### src/rtl/sig_acq_pkg.sv
// rtl/sig_acq_pkg.sv - shared constants, state type and lane-slice helper for the SSI receive path
package sig_acq_pkg;

  localparam int SSI_LANES     = 4;
  localparam int SSI_WORD_BITS = 16;

  // ssi_clk, ssi_fss and the data lanes travel through one synchroniser together
  localparam int SSI_SYNC_W    = SSI_LANES + 2;

  typedef enum logic [0:0] {
    ST_IDLE  = 1'b0,
    ST_SHIFT = 1'b1
  } ssi_state_e;

  // Lane n's word sits at rx_data[lane_lsb(n, bits) +: bits]
  function automatic int lane_lsb(input int lane, input int bits);
    return lane * bits;
  endfunction

endpackage

### src/rtl/sync_2ff.sv
// rtl/sync_2ff.sv - parameterised-width two-flop synchroniser with asynchronous active-high reset
module sync_2ff #(
  parameter int WIDTH = 1
) (
  input  logic             clk,
  input  logic             rst,
  input  logic [WIDTH-1:0] d,
  output logic [WIDTH-1:0] q
);

  logic [WIDTH-1:0] meta_q;
  logic [WIDTH-1:0] sync_q;

  // Two back-to-back flops resolve metastability on the asynchronous inputs
  always_ff @(posedge clk or posedge rst) begin
    if (rst) begin
      meta_q <= '0;
      sync_q <= '0;
    end else begin
      meta_q <= d;
      sync_q <= meta_q;
    end
  end

  assign q = sync_q;

endmodule

### src/rtl/ssi_quad_rx.sv
// rtl/ssi_quad_rx.sv - quad-lane SSI receiver: oversampled frame detect, MSB-first deserialise, valid/ready output
module ssi_quad_rx
  import sig_acq_pkg::*;
#(
  parameter int WORD_BITS = SSI_WORD_BITS,
  parameter int TIMEOUT   = 1024
) (
  input  logic                           clk,
  input  logic                           rst,
  input  logic                           ssi_clk,
  input  logic                           ssi_fss,
  input  logic [SSI_LANES-1:0]           ssi_xdat,
  output logic [SSI_LANES*WORD_BITS-1:0] rx_data,
  output logic                           rx_valid,
  input  logic                           rx_ready,
  output logic                           rx_overflow,
  output logic                           frm_err,
  output logic                           busy
);

  localparam int BCW = $clog2(WORD_BITS + 1);
  localparam int TW  = $clog2(TIMEOUT) + 1;
  localparam logic [BCW-1:0] LAST_BIT = BCW'(WORD_BITS - 1);
  localparam logic [TW-1:0]  TMO_LAST = TW'(TIMEOUT - 1);

  logic [SSI_SYNC_W-1:0] sync_in;
  logic [SSI_SYNC_W-1:0] sync_s2;
  logic [SSI_SYNC_W-1:0] s3_q, s3_d;

  ssi_state_e                           state_q, state_d;
  logic [BCW-1:0]                       bit_cnt_q, bit_cnt_d;
  logic [TW-1:0]                        tmo_cnt_q, tmo_cnt_d;
  logic [SSI_LANES-1:0][WORD_BITS-1:0]  shift_q, shift_d;
  logic                                 done_q, done_d;
  logic [SSI_LANES*WORD_BITS-1:0]       rx_data_q, rx_data_d;
  logic                                 rx_valid_q, rx_valid_d;
  logic                                 rx_ovf_q, rx_ovf_d;
  logic                                 frm_err_q, frm_err_d;
  logic                                 busy_q, busy_d;

  logic                 sample_evt;
  logic                 smp_fss;
  logic [SSI_LANES-1:0] smp_dat;

  // Bit 0 = ssi_clk, bit 1 = ssi_fss, bits 5:2 = lanes 0..3
  assign sync_in = {ssi_xdat, ssi_fss, ssi_clk};

  sync_2ff #(
    .WIDTH (SSI_SYNC_W)
  ) u_sync (
    .clk (clk),
    .rst (rst),
    .d   (sync_in),
    .q   (sync_s2)
  );

  // Falling edge of the delayed ssi_clk; fss and data come from the same stage so they stay aligned
  assign s3_d       = sync_s2;
  assign sample_evt = s3_q[0] & ~sync_s2[0];
  assign smp_fss    = s3_q[1];
  assign smp_dat    = s3_q[SSI_SYNC_W-1:2];

  // Frame FSM: fss arms SHIFT, lanes shift MSB first, resync on early fss, abort on stalled ssi_clk
  always_comb begin
    state_d   = state_q;
    bit_cnt_d = bit_cnt_q;
    tmo_cnt_d = tmo_cnt_q;
    shift_d   = shift_q;
    done_d    = 1'b0;
    frm_err_d = 1'b0;
    case (state_q)
      ST_IDLE: begin
        tmo_cnt_d = '0;
        if (sample_evt && smp_fss) begin
          state_d   = ST_SHIFT;
          bit_cnt_d = '0;
          shift_d   = '0;
        end
      end
      ST_SHIFT: begin
        if (sample_evt) begin
          tmo_cnt_d = '0;
          // An fss on the final bit still completes the frame; the next frame needs its own fss
          if (smp_fss && (bit_cnt_q != LAST_BIT)) begin
            frm_err_d = 1'b1;
            bit_cnt_d = '0;
            shift_d   = '0;
          end else begin
            for (int n = 0; n < SSI_LANES; n++) begin
              shift_d[n] = {shift_q[n][WORD_BITS-2:0], smp_dat[n]};
            end
            if (bit_cnt_q == LAST_BIT) begin
              done_d    = 1'b1;
              bit_cnt_d = '0;
              state_d   = ST_IDLE;
            end else begin
              bit_cnt_d = bit_cnt_q + 1'b1;
            end
          end
        end else if (tmo_cnt_q == TMO_LAST) begin
          frm_err_d = 1'b1;
          tmo_cnt_d = '0;
          bit_cnt_d = '0;
          state_d   = ST_IDLE;
        end else begin
          tmo_cnt_d = tmo_cnt_q + 1'b1;
        end
      end
      default: state_d = ST_IDLE;
    endcase
  end

  // Output register: accept clears valid, completed frame loads unless an unconsumed frame blocks it
  always_comb begin
    rx_data_d  = rx_data_q;
    rx_valid_d = rx_valid_q;
    rx_ovf_d   = 1'b0;
    if (rx_valid_q && rx_ready) begin
      rx_valid_d = 1'b0;
    end
    if (done_q) begin
      if (!rx_valid_q || rx_ready) begin
        rx_valid_d = 1'b1;
        for (int n = 0; n < SSI_LANES; n++) begin
          rx_data_d[lane_lsb(n, WORD_BITS) +: WORD_BITS] = shift_q[n];
        end
      end else begin
        rx_ovf_d = 1'b1;
      end
    end
    busy_d = (state_d == ST_SHIFT);
  end

  // State and datapath registers; reset discards any partial frame immediately
  always_ff @(posedge clk or posedge rst) begin
    if (rst) begin
      s3_q       <= '0;
      state_q    <= ST_IDLE;
      bit_cnt_q  <= '0;
      tmo_cnt_q  <= '0;
      shift_q    <= '0;
      done_q     <= 1'b0;
      rx_data_q  <= '0;
      rx_valid_q <= 1'b0;
      rx_ovf_q   <= 1'b0;
      frm_err_q  <= 1'b0;
      busy_q     <= 1'b0;
    end else begin
      s3_q       <= s3_d;
      state_q    <= state_d;
      bit_cnt_q  <= bit_cnt_d;
      tmo_cnt_q  <= tmo_cnt_d;
      shift_q    <= shift_d;
      done_q     <= done_d;
      rx_data_q  <= rx_data_d;
      rx_valid_q <= rx_valid_d;
      rx_ovf_q   <= rx_ovf_d;
      frm_err_q  <= frm_err_d;
      busy_q     <= busy_d;
    end
  end

  assign rx_data     = rx_data_q;
  assign rx_valid    = rx_valid_q;
  assign rx_overflow = rx_ovf_q;
  assign frm_err     = frm_err_q;
  assign busy        = busy_q;

endmodule

### config.mk
export PLATFORM = sky130hd
export DESIGN_NAME = ssi_quad_rx
export DESIGN_NICKNAME = d
export VERILOG_FILES = /design/src/rtl/sig_acq_pkg.sv /design/src/rtl/sync_2ff.sv /design/src/rtl/ssi_quad_rx.sv
export SDC_FILE = /design/constraint.sdc
export NUM_CORES = 1
export LEC_CHECK = 0
export CORE_ASPECT_RATIO = 0.8
export CORE_MARGIN = 2
export CORE_UTILIZATION = 45
export CTS_CLUSTER_SIZE = 14
export DETAILED_ROUTE_END_ITERATION = 8
export PLACE_DENSITY = 0.67
export SLEW_MARGIN = 20
export SYNTH_ARGS = -nofsm -noshare
export SYNTH_HDL_FRONTEND = slang
export SYNTH_SLANG_ARGS = --single-unit
### constraint.sdc
create_clock -name clk -period 7.1 [get_ports clk]
set_clock_uncertainty 0.1 [all_clocks]
set_input_delay 1.42 -clock clk [delete_from_list [all_inputs] [get_ports clk]]
set_output_delay 1.42 -clock clk [all_outputs]
set_load 0.02 [all_outputs]
==> summary.md, run 1 <==
| Metric | Value |
|---|---|
| Status | complete, no violations |
| Die Span Y | 107.8 um |
| Mapped Cells | 393 |
| Launch point of the worst reg-to-reg path | rx_valid |
| Initial drt markers | 258 |
| Max_cap viols | 0 |
| Drt pass-1 iters | 4 |
| Net Count, Synth | 404 |
| Sink Count | 167 |
| Worst Path Required | 7300 ps |
| Avg WL per Cell | 15.42 um |
| Yosys reg bits | 167 |
| Setup Fix Bufs, Post-CTS | 0 |
| Most common cell after layout, fill and taps aside | dfrtp_1 |
| Hold Startpoint | u_sync.q[3] |
| Clock root buffer | clkbuf_16 |
| Unrepaired setup endpoints after global routing | false |
| Routability cong. | 0.7990 |
| Max clock buf depth | 2 |
| Pint | 1.495 mW |
| Largest net degree at the start of global routing | 120 |
| Min Tclk post-route | 3325 ps |
| Dpl hpwl | 6117 um |
| Layout net count | 483 |
| Final Slew Violations | 0 |
| Reg area | 4179 um^2 |
| Leakage power | 3.577 nW |
| Critical-path top delay cell | buf_4 |
| R2r setup slk | 4920 ps |
| Worst-path cell chain | clkdlybuf4s50_1, nand2b_1, nand2_2, buf_4, mux2_2 |
| Ys Warns | 0 |
| Peak VDD IR | 0.1611 mV |
| Die area | 14,420 um^2 |
| Seq pwr share | 51.1% |
| Startpoint types | input port |
| Ys async rst share | 100.0% |
| CP top delay family | buffers and inverters |
| Post-route ant nets | 0 |
| WP buf/inv | 2 |
| Fillers | 1,045 |
| Final hold violation count | 0 |
| Post-synthesis average cell area | 15.43 um^2 |
| Synth unique cells | 32 |
| Dominant synthesized flop cell | dfrtp_1 |
| Type of the worst min-delay path | register to register |
| Hold path depth | 0 |
| Starting density of the core | 46.60% |
| CTS Buf Count | 17 |
| Max Freq | 300.8 MHz |
| # IOs | 77 |
| Core footprint | 13,010 um^2 |
| Final WL | 10,180 um |
| R2r worst-path depth | 4 |
| # H-tree levels | 4 |
| Comb power frac | 3.4% |
| Cts repair resizes | 0 |
| DRC violation count after routing | 0 |
| CP peak stage delay | 550 ps |
| Fin cells | 660 |
| Dpl cells | 628 |
| Vias per cell | 5.198 |
| Hold buffer count at cts | 0 |
| Kind of critical path | input port to register |
| Crit path DAT | 3520 ps |
| Post-synth design cell area | 6062 um^2 |
| CP endpoint kind | register |
| R2R Path End | rx_data[21] |
| Net Sw Power | 434.0 uW |
| Final period utilization | 46.83% |
| Clock power frac | 45.5% |
| Via Count | 3,431 |
| GRT Overall Usage | 15.35% |
| Post-route setup TNS | 0 ps |
| CTS tree | yes |
| CTS clk-pin slew, worst paths | 60 ps |
| Hold EP | s3_q[3] |
| Area added between synthesis and finish | 24.36% |
| Pwr dens | 255.8 nW/um^2 |
| First-pass GRT wire length | 17,220 um |
| Buffers on Ports | 76 |
| Number of diodes | 0 |
| Initial antenna violation count | 0 |
| Relative slew slack | 49.26% |
| Worst Path Max Fanout | 36 |
| Clock Latency Late Sink | 410 ps |
| Setup-failing EPs final | 0 |
| Gr ovfl total | 0 |
| Share of layout cells above drive strength 1 | 22.68% |
| Post-synth EDFFs | 0 |
| Cell Rows | 37 |
| Switch share | 22.50% |
| Slew @ Worst Pin | 758.2 ps |
| Vias in the first global route | 3,386 |
| Multi-input gate area | 1742 um^2 |
| Most frequent cells in the layout | 167 x dfrtp_1, 76 x clkdlybuf4s50_1, 64 x mux2_2, 64 x a22o_1, 17 x clkbuf_16 |
| Die Wd | 133.8 um |
| Sequential share of the synthesized area | 68.94% |
## layout make-up
cell class                      count  area share [%]
Multi-Input combinational cell    199           23.10
Tap cell                          175           2.905
Timing Repair Buffer               80           10.49
Clock inverter                     13           1.610
Clock buffer                       19           6.008
Sequential cell                   167           55.44
Inverter                            7          0.4481
## per-stage QoR
step | setup WS [ps] | util, % | cell area, um^2 | power, mW | hold slack (ps)
after global placement | 3373 | 53.52 | 6962 | 1.067 | 232.2
final | 3775 | 57.95 | 7538 | 1.929 | 249.2
after detailed placement | 3331 | 53.52 | 6962 | 1.070 | 234.7
after CTS | 3765 | 57.93 | 7536 | 1.950 | 248.9
after floorplan | 1062 | - | 6062 | 1.048 | 231.2
after global routing | 3656 | 57.95 | 7538 | 2.006 | 254.0
## power by group through the flow
stage                     logic [mW]  registers [mW]  clock network [mW]
after floorplan               0.0472            1.00                   0
after global placement        0.0644            1.00                   0
after detailed placement      0.0667            1.00                   0
after CTS                     0.0668           0.986               0.897
after global routing          0.0752           0.989               0.942
final                         0.0646           0.986               0.878
## state kept, by name, indices dropped and copies added (netlist names)
name,cells
frm_err,1
rx_valid,1
u_sync.meta_q,6
busy,1
done_q,1
s3_q,6
bit_cnt_q,5
shift_q,64
u_sync.q,6
rx_data,64
tmo_cnt_q,11
rx_overflow,1
## worst register-to-register path, delay by kind of cell (launching register included)
family	cells	cell delay, ps
AND/OR/NAND/NOR	2	640
buffers and inverters	1	570
multiplexers	1	410
flip-flops	1	350
## worst max-delay path by stage
| stage | start | end | slack [ps] | cells past startpoint |
|---|---|---|---|---|
| floorplan | rst | bit_cnt_q[0] | 1060 | 1 |
| global placement | rx_ready | rx_data[20] | 3370 | 5 |
| detailed placement | rx_ready | rx_data[21] | 3330 | 5 |
| CTS | rx_ready | rx_data[6] | 3770 | 5 |
| global route | rx_ready | rx_data[6] | 3660 | 5 |
| finish | rx_ready | rx_data[21] | 3780 | 5 |
## metal layers
layer | vias to the layer above | track usage, % | wire length [um]
met2 | 74 | 21.61 | 4632
met4 | 0 | 4.787 | 86
met5 | - | 0 | 0
li1 | 1594 | - | -
met3 | 8 | 5.320 | 479
met1 | 1755 | 22.36 | 4980
## logic make-up (layout without fill, tap and decap cells)
family,Yosys count,count (layout),synth area share [%]
AO/OA/AOI/OAI,75,75,10.77
AND/OR/NAND/NOR,49,49,4.108
buffers and inverters,27,119,2.559
XOR/XNOR,8,8,1.156
adder cells (fa/ha/maj),2,2,0.4127
multiplexers,65,65,12.05
flip-flops,167,167,68.94
## cells in the mapped netlist, types with 2 or more instances
cell type	count	area share (%)
a21oi_1	2	0.17
xor2_1	4	0.58
nand3_1	9	0.74
nand2_1	10	0.62
inv_1	7	0.43
o21ai_0	3	0.25
xnor2_1	4	0.58
nand2b_1	3	0.31
nor3_1	4	0.33
nor2_1	14	0.87
clkbuf_1	7	0.43
dfrtp_1	167	69
buf_6	6	1.1
mux2_2	64	12
a21oi_4	2	0.54
ha_1	2	0.41
a22o_1	64	9.2
buf_2	7	0.58
(Power assumes the default switching activity.)
==> run 2: changes to the inputs <==
==> constraint.sdc (replaced) <==
create_clock -name clk -period 3.1 [get_ports clk]
set_clock_uncertainty 0.1 [all_clocks]
set_input_delay 0.62 -clock clk [delete_from_list [all_inputs] [get_ports clk]]
set_output_delay 0.62 -clock clk [all_outputs]
set_load 0.02 [all_outputs]
==> summary.md, run 2 (synthesis gave the netlist of run 1 again) <==
| Metric | Value |
|---|---|
| CP top delay family | buffers and inverters |
| Multi-input gate area | 1742 um^2 |
| Peak VDD IR | 0.4406 mV |
| Vias per cell | 5.145 |
| Most frequent cells in the layout | 167 x dfrtp_1, 76 x clkdlybuf4s50_1, 64 x mux2_2, 64 x a22o_1, 17 x clkbuf_16 |
| Final hold violation count | 0 |
| First-pass GRT wire length | 18,390 um |
| Dpl cells | 630 |
| Max_cap viols | 0 |
| Setup Fix Bufs, Post-CTS | 0 |
| CTS tree | yes |
| Worst-path cell chain | clkdlybuf4s50_1 |
| Worst Path Max Fanout | 7 |
| Cts repair resizes | 0 |
| Final Slew Violations | 0 |
| Via Count | 3,406 |
| CTS Buf Count | 17 |
| Final WL | 10,740 um |
| Die area | 14,420 um^2 |
| Leakage power | 3.665 nW |
| Clock Latency Late Sink | 410 ps |
| Post-route design area | 7725 um^2 |
| Starting density of the core | 46.60% |
| Reg area | 4179 um^2 |
| Fillers | 1,010 |
| Hold buffer count at cts | 0 |
| Initial antenna violation count | 0 |
| Critical-path top delay cell | clkdlybuf4s50_1 |
| GRT Overall Usage | 16.41% |
| Clock root buffer | clkbuf_16 |
| Startpoint types | register |
| CP peak stage delay | 680 ps |
| Vias in the first global route | 3,551 |
| Pwr dens | 616.5 nW/um^2 |
| Share of layout cells above drive strength 1 | 23.00% |
| CTS clk-pin slew, worst paths | 60 ps |
| Max Freq | 426.1 MHz |
| Sink Count | 167 |
| CP endpoint kind | primary output |
| Max clock buf depth | 2 |
| Type of the worst min-delay path | register to register |
| Crit path DAT | 1630 ps |
| Worst Path Required | 2380 ps |
| WP buf/inv | 1 |
| Die Span Y | 107.8 um |
| Initial drt markers | 177 |
| Kind of critical path | register to primary output |
| Status | complete, no violations |
| DRC violation count after routing | 0 |
| Routability cong. | 0.7044 |
| Post-route setup TNS | 0 ps |
| # IOs | 77 |
| Gr ovfl total | 0 |
| Final period utilization | 75.70% |
| Cell Rows | 37 |
| # H-tree levels | 4 |
| Relative slew slack | 51.77% |
| Buffers on Ports | 76 |
| Avg WL per Cell | 16.22 um |
| Dpl hpwl | 6645 um |
| Placed cell area | 7051 um^2 |
| Slew @ Worst Pin | 722.0 ps |
| Layout net count | 485 |
| Core footprint | 13,010 um^2 |
| Die Wd | 133.8 um |
| Min Tclk post-route | 2347 ps |
| Fin cells | 662 |
| Number of diodes | 0 |
| Unrepaired setup endpoints after global routing | false |
| Most common cell after layout, fill and taps aside | dfrtp_1 |
| Final design utilization | 59.38% |
| Drt pass-1 iters | 4 |
| Post-route ant nets | 0 |
| Largest net degree at the start of global routing | 65 |
| Area added between synthesis and finish | 27.43% |
| Setup-failing EPs final | 0 |
run 2: cell types whose count changed in the layout (fill, tap and decap cells not counted), sizes merged:
cell / previous run / this run
clkinvlp: 4 / 2
clkbuf: 19 / 21
inv: 10 / 6
buf: 4 / 6
bufinv: 1 / 5
run 2: final timing paths:
check / start / endpoint / slack [ps] / cells past startpoint
min reg2reg: u_sync.meta_q[1] / u_sync.q[1] / 250 / 0
min: u_sync.meta_q[1] / u_sync.q[1] / 250 / 0
min in group asynchronous: rst / u_sync.q[2] / 580 / 2
max in group asynchronous: rst / rx_data[2] / 1610 / 3
max reg2reg: bit_cnt_q[0] / shift_q[29] / 920 / 6
max: busy / busy / 750 / 1
run 2: metrics by stage:
step	worst slack [ps]	power (mW)	hold slack (ps)
finish	753.2	4.763	247.7
global route	707.9	4.929	255.8
CTS	736.1	4.806	249.4
detailed placement	856.2	2.466	235.5
global placement	855.2	2.457	232.0
floorplan	253.2	2.400	231.2
run 2: final cells by class:
| cell class | instances | share of cell area [%] |
|---|---|---|
| clock buffers | 21 | 6.220 |
| clock inverters | 11 | 2.511 |
| inverters | 7 | 0.3887 |
| multi-input cells | 199 | 22.55 |
| flip-flops and latches | 167 | 54.10 |
| well taps | 175 | 2.834 |
| repair buffers | 82 | 11.40 |
run 2: metal layers:
metal / part of all wire [%] / track usage, % / vias up / routed length, um
li1: - / - / 1583 / -
met1: 51 / 23.58 / 1738 / 5440
met2: 45 / 24.10 / 75 / 4798
met3: 3.6 / 4.096 / 10 / 391
met4: 1.0 / 6.383 / 0 / 107
met5: 0 / 0 / - / 0
run 2: report_power, final:
part / switching, mW / total [mW] / leakage, nW / internal [mW]
combinational: 0.106 / 0.162 / 1.05 / 0.0559
sequential: 0.0381 / 2.26 / 2.28 / 2.22
clock: 0.823 / 2.34 / 0.329 / 1.52
